[src/rtl/led_frame_pkg.sv]
// Shared types and GRB word layout for the LED frame sequencer.
package led_frame_pkg;

  typedef enum logic [1:0] {
    S_IDLE = 2'd0,
    S_WAIT = 2'd1,
    S_SEND = 2'd2,
    S_GAP  = 2'd3
  } state_e;

  localparam int PIXEL_W = 24;
  localparam int G_MSB   = 23;
  localparam int G_LSB   = 16;
  localparam int R_MSB   = 15;
  localparam int R_LSB   = 8;
  localparam int B_MSB   = 7;
  localparam int B_LSB   = 0;

  function automatic logic [PIXEL_W-1:0] pack_grb(input logic [7:0] g,
                                                  input logic [7:0] r,
                                                  input logic [7:0] b);
    logic [PIXEL_W-1:0] w;
    w = '0;
    w[G_MSB:G_LSB] = g;
    w[R_MSB:R_LSB] = r;
    w[B_MSB:B_LSB] = b;
    return w;
  endfunction

endpackage

[src/rtl/led_frame_gap_timer.sv]
// Loadable down-counter; expired is the terminal-count compare against zero.
module led_frame_gap_timer #(
  parameter int W = 12
) (
  input  logic         clk,
  input  logic         rst_n,
  input  logic         load,
  input  logic [W-1:0] load_val,
  output logic         expired
);

  logic [W-1:0] cnt_q, cnt_d;

  always_comb begin
    cnt_d = cnt_q;
    if (load) begin
      cnt_d = load_val;
    end else if (cnt_q != '0) begin
      cnt_d = cnt_q - W'(1);
    end
  end

  always_ff @(posedge clk or negedge rst_n) begin
    if (!rst_n) begin
      cnt_q <= '0;
    end else begin
      cnt_q <= cnt_d;
    end
  end

  assign expired = (cnt_q == '0);

endmodule

[src/rtl/led_frame_sequencer.sv]
// Walks current_led across the strip, hands each GRB word to the serializer,
// then holds off for the strip latch gap before pulsing frame_done.
//
// state  | meaning
// S_IDLE | no frame in progress; start on update_frame or a pending request
// S_WAIT | current_led held while the display read latency elapses
// S_SEND | pixel_data offered with pixel_valid until pixel_ready accepts it
// S_GAP  | latch gap countdown after the last pixel
module led_frame_sequencer
  import led_frame_pkg::*;
#(
  parameter int MAX_POS             = 16,
  parameter int LED_READ_LATENCY    = 1,
  parameter int RESET_GAP_CLK_COUNT = 2500,
  localparam int LED_W = (MAX_POS > 1) ? $clog2(MAX_POS) : 1
) (
  input  logic               clk,
  input  logic               reset,
  input  logic               update_frame,
  output logic [LED_W-1:0]   current_led,
  input  logic [7:0]         led_green_intensity,
  input  logic [7:0]         led_red_intensity,
  input  logic [7:0]         led_blue_intensity,
  output logic [PIXEL_W-1:0] pixel_data,
  output logic               pixel_valid,
  input  logic               pixel_ready,
  output logic               busy,
  output logic               frame_done
);

  // One counter serves both the read-latency wait and the latch gap.
  localparam int TMR_MAX = (RESET_GAP_CLK_COUNT > LED_READ_LATENCY) ?
                           RESET_GAP_CLK_COUNT : LED_READ_LATENCY;
  localparam int TMR_W   = $clog2(TMR_MAX + 1);
  localparam logic [TMR_W-1:0] LAT_LOAD = TMR_W'(LED_READ_LATENCY - 1);
  localparam logic [TMR_W-1:0] GAP_LOAD = TMR_W'(RESET_GAP_CLK_COUNT - 1);
  localparam logic [LED_W-1:0] LAST_LED = LED_W'(MAX_POS - 1);

  state_e             state_q, state_d;
  logic [LED_W-1:0]   led_q, led_d;
  logic [PIXEL_W-1:0] pix_q, pix_d;
  logic               valid_q, valid_d;
  logic               busy_q, busy_d;
  logic               done_q, done_d;
  logic               pending_q, pending_d;
  logic               tmr_load;
  logic [TMR_W-1:0]   tmr_val;
  logic               tmr_expired;

  led_frame_gap_timer #(.W(TMR_W)) u_timer (
    .clk      (clk),
    .rst_n    (reset),
    .load     (tmr_load),
    .load_val (tmr_val),
    .expired  (tmr_expired)
  );

  always_comb begin
    state_d   = state_q;
    led_d     = led_q;
    pix_d     = pix_q;
    valid_d   = valid_q;
    busy_d    = busy_q;
    done_d    = 1'b0;
    pending_d = pending_q;
    tmr_load  = 1'b0;
    tmr_val   = '0;

    if (state_q != S_IDLE && update_frame) begin
      pending_d = 1'b1;
    end

    case (state_q)
      S_IDLE: begin
        if (update_frame || pending_q) begin
          state_d   = S_WAIT;
          led_d     = '0;
          pending_d = 1'b0;
          busy_d    = 1'b1;
          tmr_load  = 1'b1;
          tmr_val   = LAT_LOAD;
        end
      end
      S_WAIT: begin
        if (tmr_expired) begin
          pix_d   = pack_grb(led_green_intensity, led_red_intensity, led_blue_intensity);
          valid_d = 1'b1;
          state_d = S_SEND;
        end
      end
      S_SEND: begin
        if (valid_q && pixel_ready) begin
          valid_d  = 1'b0;
          tmr_load = 1'b1;
          if (led_q == LAST_LED) begin
            state_d = S_GAP;
            tmr_val = GAP_LOAD;
          end else begin
            state_d = S_WAIT;
            led_d   = led_q + LED_W'(1);
            tmr_val = LAT_LOAD;
          end
        end
      end
      S_GAP: begin
        if (tmr_expired) begin
          state_d = S_IDLE;
          done_d  = 1'b1;
          busy_d  = 1'b0;
        end
      end
      default: state_d = S_IDLE;
    endcase
  end

  always_ff @(posedge clk or negedge reset) begin
    if (!reset) begin
      state_q   <= S_IDLE;
      led_q     <= '0;
      pix_q     <= '0;
      valid_q   <= 1'b0;
      busy_q    <= 1'b0;
      done_q    <= 1'b0;
      pending_q <= 1'b0;
    end else begin
      state_q   <= state_d;
      led_q     <= led_d;
      pix_q     <= pix_d;
      valid_q   <= valid_d;
      busy_q    <= busy_d;
      done_q    <= done_d;
      pending_q <= pending_d;
    end
  end

  assign current_led = led_q;
  assign pixel_data  = pix_q;
  assign pixel_valid = valid_q;
  assign busy        = busy_q;
  assign frame_done  = done_q;

endmodule

[config.mk]
export PLATFORM = sky130hd
export DESIGN_NAME = led_frame_sequencer
export DESIGN_NICKNAME = d
export VERILOG_FILES = /design/src/rtl/led_frame_pkg.sv /design/src/rtl/led_frame_gap_timer.sv /design/src/rtl/led_frame_sequencer.sv
export SDC_FILE = /design/constraint.sdc
export NUM_CORES = 1
export LEC_CHECK = 0
export CAP_MARGIN = 30
export CORE_MARGIN = 1
export CORE_UTILIZATION = 40
export DETAILED_ROUTE_END_ITERATION = 10
export PLACE_DENSITY = 0.69
export SYNTH_ARGS = -nofsm -noshare
export SYNTH_HDL_FRONTEND = slang
export SYNTH_SLANG_ARGS = --single-unit
[constraint.sdc]
create_clock -name clk -period 2 [get_ports clk]
set_clock_uncertainty 0.15 [all_clocks]
set_input_delay 0.4 -clock clk [delete_from_list [all_inputs] [get_ports clk]]
set_output_delay 0.4 -clock clk [all_outputs]
set_load 0.02 [all_outputs]
==> run metrics <==
violated checks=negative setup slack; number of sinks driven by the clock tree=46; sum of overflow across all layers after global routing=0; total leakage power=0.00140 uW; Worst Reg-to-Reg Cells=5; Inserted Diodes=0; Reg-to-Reg End=pixel_data[4]$_DFFE_PN0P_; count of mapped cells out of synthesis=168; core outline area=4850 sq um; summed instance area of the synthesized netlist=2070 sq um; number of unique standard cell types used by synthesis=43; setup repair after global routing missed its margin=yes; setup repair bufs after CTS=0; via count normalized by instance count=5.01; Final Max Slew Viols=0; worst hold margin=0.335 ns; number of port buffers=58; Inst Count DP=317; buffers from clock root to sink, at most=2; sequential cell fraction of total power=0.595; launch instance of the worst min-delay path=pixel_data[23]$_DFFE_PN0P_; wire length per cell=13.7 microns; Hold Fails Final Rpt=0; fraction of the yosys area taken by sequential cells=0.556; Pwr Density=507 nW/um^2; vias after detailed routing=1,632; Clk pwr share=0.355; final worst-path setup slack=-0.0474 ns; nets in the synthesized netlist=199; Final setup viols=25; net switching component of the power=333 uW; Final Critical Period=2.05 ns; number of nets still failing antenna checks after routing=0; Internal=1230 uW; synth top area cells=sky130_fd_sc_hd__dfrtp_1 56%, sky130_fd_sc_hd__mux2_1 11%, sky130_fd_sc_hd__a21oi_1 1.9%, sky130_fd_sc_hd__a211oi_1 1.8%, sky130_fd_sc_hd__ha_1 1.8%; number of maximum-capacitance violations=0; part of the total power dissipated in combinational logic=0.050; Rel. slew slack=0.710; most frequent standard cell in the layout excluding fill and tap cells=sky130_fd_sc_hd__clkdlybuf4s50_1; width of the die=74.0 microns; GP Congestion=0.813; clock latency of the later-clocked register in the worst-skew pair=0.30 ns; H-Tree Depth=2; startpoint type of the worst setup path=register; clock tree from TritonCTS=done; synth warn=0; worst hold path type=reg -> reg; area fraction of the dominant cell type after synthesis=0.556; CTS Root Buffer Type=sky130_fd_sc_hd__clkbuf_8; number of CTS-inserted buffers=5; die area=5470 sq um; number of antenna violations at the first check in global routing=0; Worst setup EP type=register; Peak supply drop=443 uV; Starting Density=0.427; Max Clock Freq=488 MHz; global-route wire length before repair=7.39 mm; switching power share of the total=0.213; status=complete, but fails checks; Power Total=1560 uW; layout cells sized above 1=0.208; hpwl dp=3.30 mm; CTS clock-pin slew for the worst setup and hold paths=0.08 ns; hold endpoint=pixel_data[23]$_DFFE_PN0P_; most frequent cells in the layout=57 x sky130_fd_sc_hd__clkdlybuf4s50_1, 45 x sky130_fd_sc_hd__dfrtp_1, 27 x sky130_fd_sc_hd__buf_4, 20 x sky130_fd_sc_hd__mux2_1, 9 x sky130_fd_sc_hd__nand2_1; Arr. time, crit path=2.08 ns; required time of the critical path=2.04 ns; die extent in y=74.0 microns; aggregate global-route resource usage=0.182; maximum fanout along the worst path=25; transition time at the pin with the least slew margin=0.435 ns; iteration-0 DRC count of the detailed router=52; final std cells w/o fill=326; WS Path Type=reg -> reg; RR Startpoint=u_timer.cnt_q[5]$_DFFE_PN0P_; largest net degree at the start of global routing=30; number of placement rows=25; Synth Register Bits=46; Hold Path Stages=1; final WL=4.47 mm; final total negative setup slack=-0.734 ns; residual DRC count=0; mean post-synth cell area=12.3 sq um; length of the first detailed-routing pass in iterations=4; IO Count=59; # nets final=289; area delta synth->final=48.5%; cell taking the most area after synthesis=sky130_fd_sc_hd__dfrtp_1; setup slack on the worst flop-to-flop path=-0.05 ns; vias in the first global route=1,626; share of the clock period used by the worst path after layout=1.02
[final cells by class]
cell class	instances	area (sq um)
Timing Repair Buffer	88	828
Clock inverter	2	13.8
Fill cell	381	1770
Multi-Input combinational cell	115	916
Sequential cell	46	1150
Clock buffer	6	72.6
Inverter	2	7.51
Tap cell	67	83.8
[per-layer routing]
metal,track usage,share of wire,vias up
met3,0.0556,0.041,9
met1,0.237,0.44,794
li1,-,-,795
met4,0.0769,0.023,0
met2,0.282,0.50,34
met5,0,0,-
[flip-flops by register name (all words and copies together) (netlist names)]
register	flops
frame_done	1
current_led	4
busy	1
u_timer.cnt_q	12
state_q	2
pending_q	1
pixel_data	24
pixel_valid	1
[power by group through the flow]
| stage | sequential [uW] | combinational (uW) | clock [uW] |
|---|---|---|---|
| global placement | 948 | 76.9 | 0 |
| finish | 929 | 77.4 | 554 |
| global route | 929 | 85.9 | 627 |
| floorplan | 948 | 0.883 | 0 |
| CTS | 929 | 79.0 | 587 |
| detailed placement | 948 | 77.2 | 0 |
[critical path, cell delays in order (launching register included)]
cell	delay [ns]
sky130_fd_sc_hd__dfrtp_1	0.44
sky130_fd_sc_hd__nor4_4	0.31
sky130_fd_sc_hd__nand4_1	0.22
sky130_fd_sc_hd__nor3b_4	0.26
sky130_fd_sc_hd__buf_12	0.21
sky130_fd_sc_hd__mux2_2	0.35
[metrics by stage]
stage | worst slack, ns | instance area [sq um] | utilization
floorplan | -0.0981 | 2080 | -
global placement | -0.0797 | 2950 | 0.608
detailed placement | -0.0958 | 2950 | 0.608
CTS | -0.0711 | 3050 | 0.630
global route | -0.153 | 3070 | 0.634
finish | -0.0474 | 3070 | 0.634
[cells in the mapped netlist]
| master | count |
|---|---|
| sky130_fd_sc_hd__dfrtp_1 | 46 |
| sky130_fd_sc_hd__mux2_1 | 21 |
| sky130_fd_sc_hd__nand2_1 | 9 |
| sky130_fd_sc_hd__nor2_1 | 9 |
| sky130_fd_sc_hd__a21oi_1 | 8 |
| sky130_fd_sc_hd__o21ai_0 | 7 |
| sky130_fd_sc_hd__a211oi_1 | 5 |
| sky130_fd_sc_hd__o31ai_1 | 5 |
| sky130_fd_sc_hd__or3_1 | 5 |
| sky130_fd_sc_hd__nor2b_1 | 4 |
| sky130_fd_sc_hd__and3_1 | 3 |
| sky130_fd_sc_hd__ha_1 | 3 |
| sky130_fd_sc_hd__mux2_2 | 3 |
| sky130_fd_sc_hd__nand2b_1 | 3 |
| sky130_fd_sc_hd__nand3_1 | 3 |
| sky130_fd_sc_hd__buf_6 | 2 |
| sky130_fd_sc_hd__clkbuf_1 | 2 |
| sky130_fd_sc_hd__inv_1 | 2 |
| sky130_fd_sc_hd__nor3_1 | 2 |
| sky130_fd_sc_hd__or3_4 | 2 |
| sky130_fd_sc_hd__xor2_1 | 2 |
| sky130_fd_sc_hd__a21o_1 | 1 |
| sky130_fd_sc_hd__a21o_2 | 1 |
| sky130_fd_sc_hd__a221o_1 | 1 |
| sky130_fd_sc_hd__a311oi_1 | 1 |
| sky130_fd_sc_hd__and2_1 | 1 |
| sky130_fd_sc_hd__and4_1 | 1 |
| sky130_fd_sc_hd__and4b_1 | 1 |
| sky130_fd_sc_hd__buf_4 | 1 |
| sky130_fd_sc_hd__mux2i_1 | 1 |
| sky130_fd_sc_hd__nand3b_1 | 1 |
| sky130_fd_sc_hd__nand4_1 | 1 |
| sky130_fd_sc_hd__nor3b_4 | 1 |
| sky130_fd_sc_hd__nor4_1 | 1 |
| sky130_fd_sc_hd__nor4_2 | 1 |
| sky130_fd_sc_hd__o21a_1 | 1 |
| sky130_fd_sc_hd__o311ai_0 | 1 |
| sky130_fd_sc_hd__o41ai_1 | 1 |
| sky130_fd_sc_hd__or2_2 | 1 |
| sky130_fd_sc_hd__or4_1 | 1 |
| sky130_fd_sc_hd__or4_4 | 1 |
| sky130_fd_sc_hd__or4b_1 | 1 |
| sky130_fd_sc_hd__xnor2_1 | 1 |
[repair_timing]
action                                 4_1_cts  5_1_grt
hold buffers                                 1        0
endpoints found under the hold margin       17        0
setup endpoints to repair                   27       33
resized for setup                            3        5
pin swaps                                    1        2
[worst max path at each step]
stage                                             from                      endpoint
after floorplan           u_timer.cnt_q[5]$_DFFE_PN0P_    pixel_data[10]$_DFFE_PN0P_
after global placement                     pixel_ready  u_timer.cnt_q[0]$_DFFE_PN0P_
after detailed placement                   pixel_ready    current_led[3]$_DFFE_PN0P_
after CTS                 u_timer.cnt_q[5]$_DFFE_PN0P_     pixel_data[4]$_DFFE_PN0P_
after global routing      u_timer.cnt_q[5]$_DFFE_PN0P_    pixel_data[22]$_DFFE_PN0P_
final                     u_timer.cnt_q[5]$_DFFE_PN0P_     pixel_data[4]$_DFFE_PN0P_
[kinds of logic after synthesis]
logic type | after synthesis | share of synthesized area
buffers and inverters | 7 | 0.0218
multiplexers | 25 | 0.135
XOR/XNOR | 3 | 0.0127
AND/OR/NAND/NOR | 52 | 0.155
AO/OA/AOI/OAI | 32 | 0.102
flip-flops | 46 | 0.556
adder cells (fa/ha/maj) | 3 | 0.0181
Note: power is estimated with default switching activity, not from simulation.
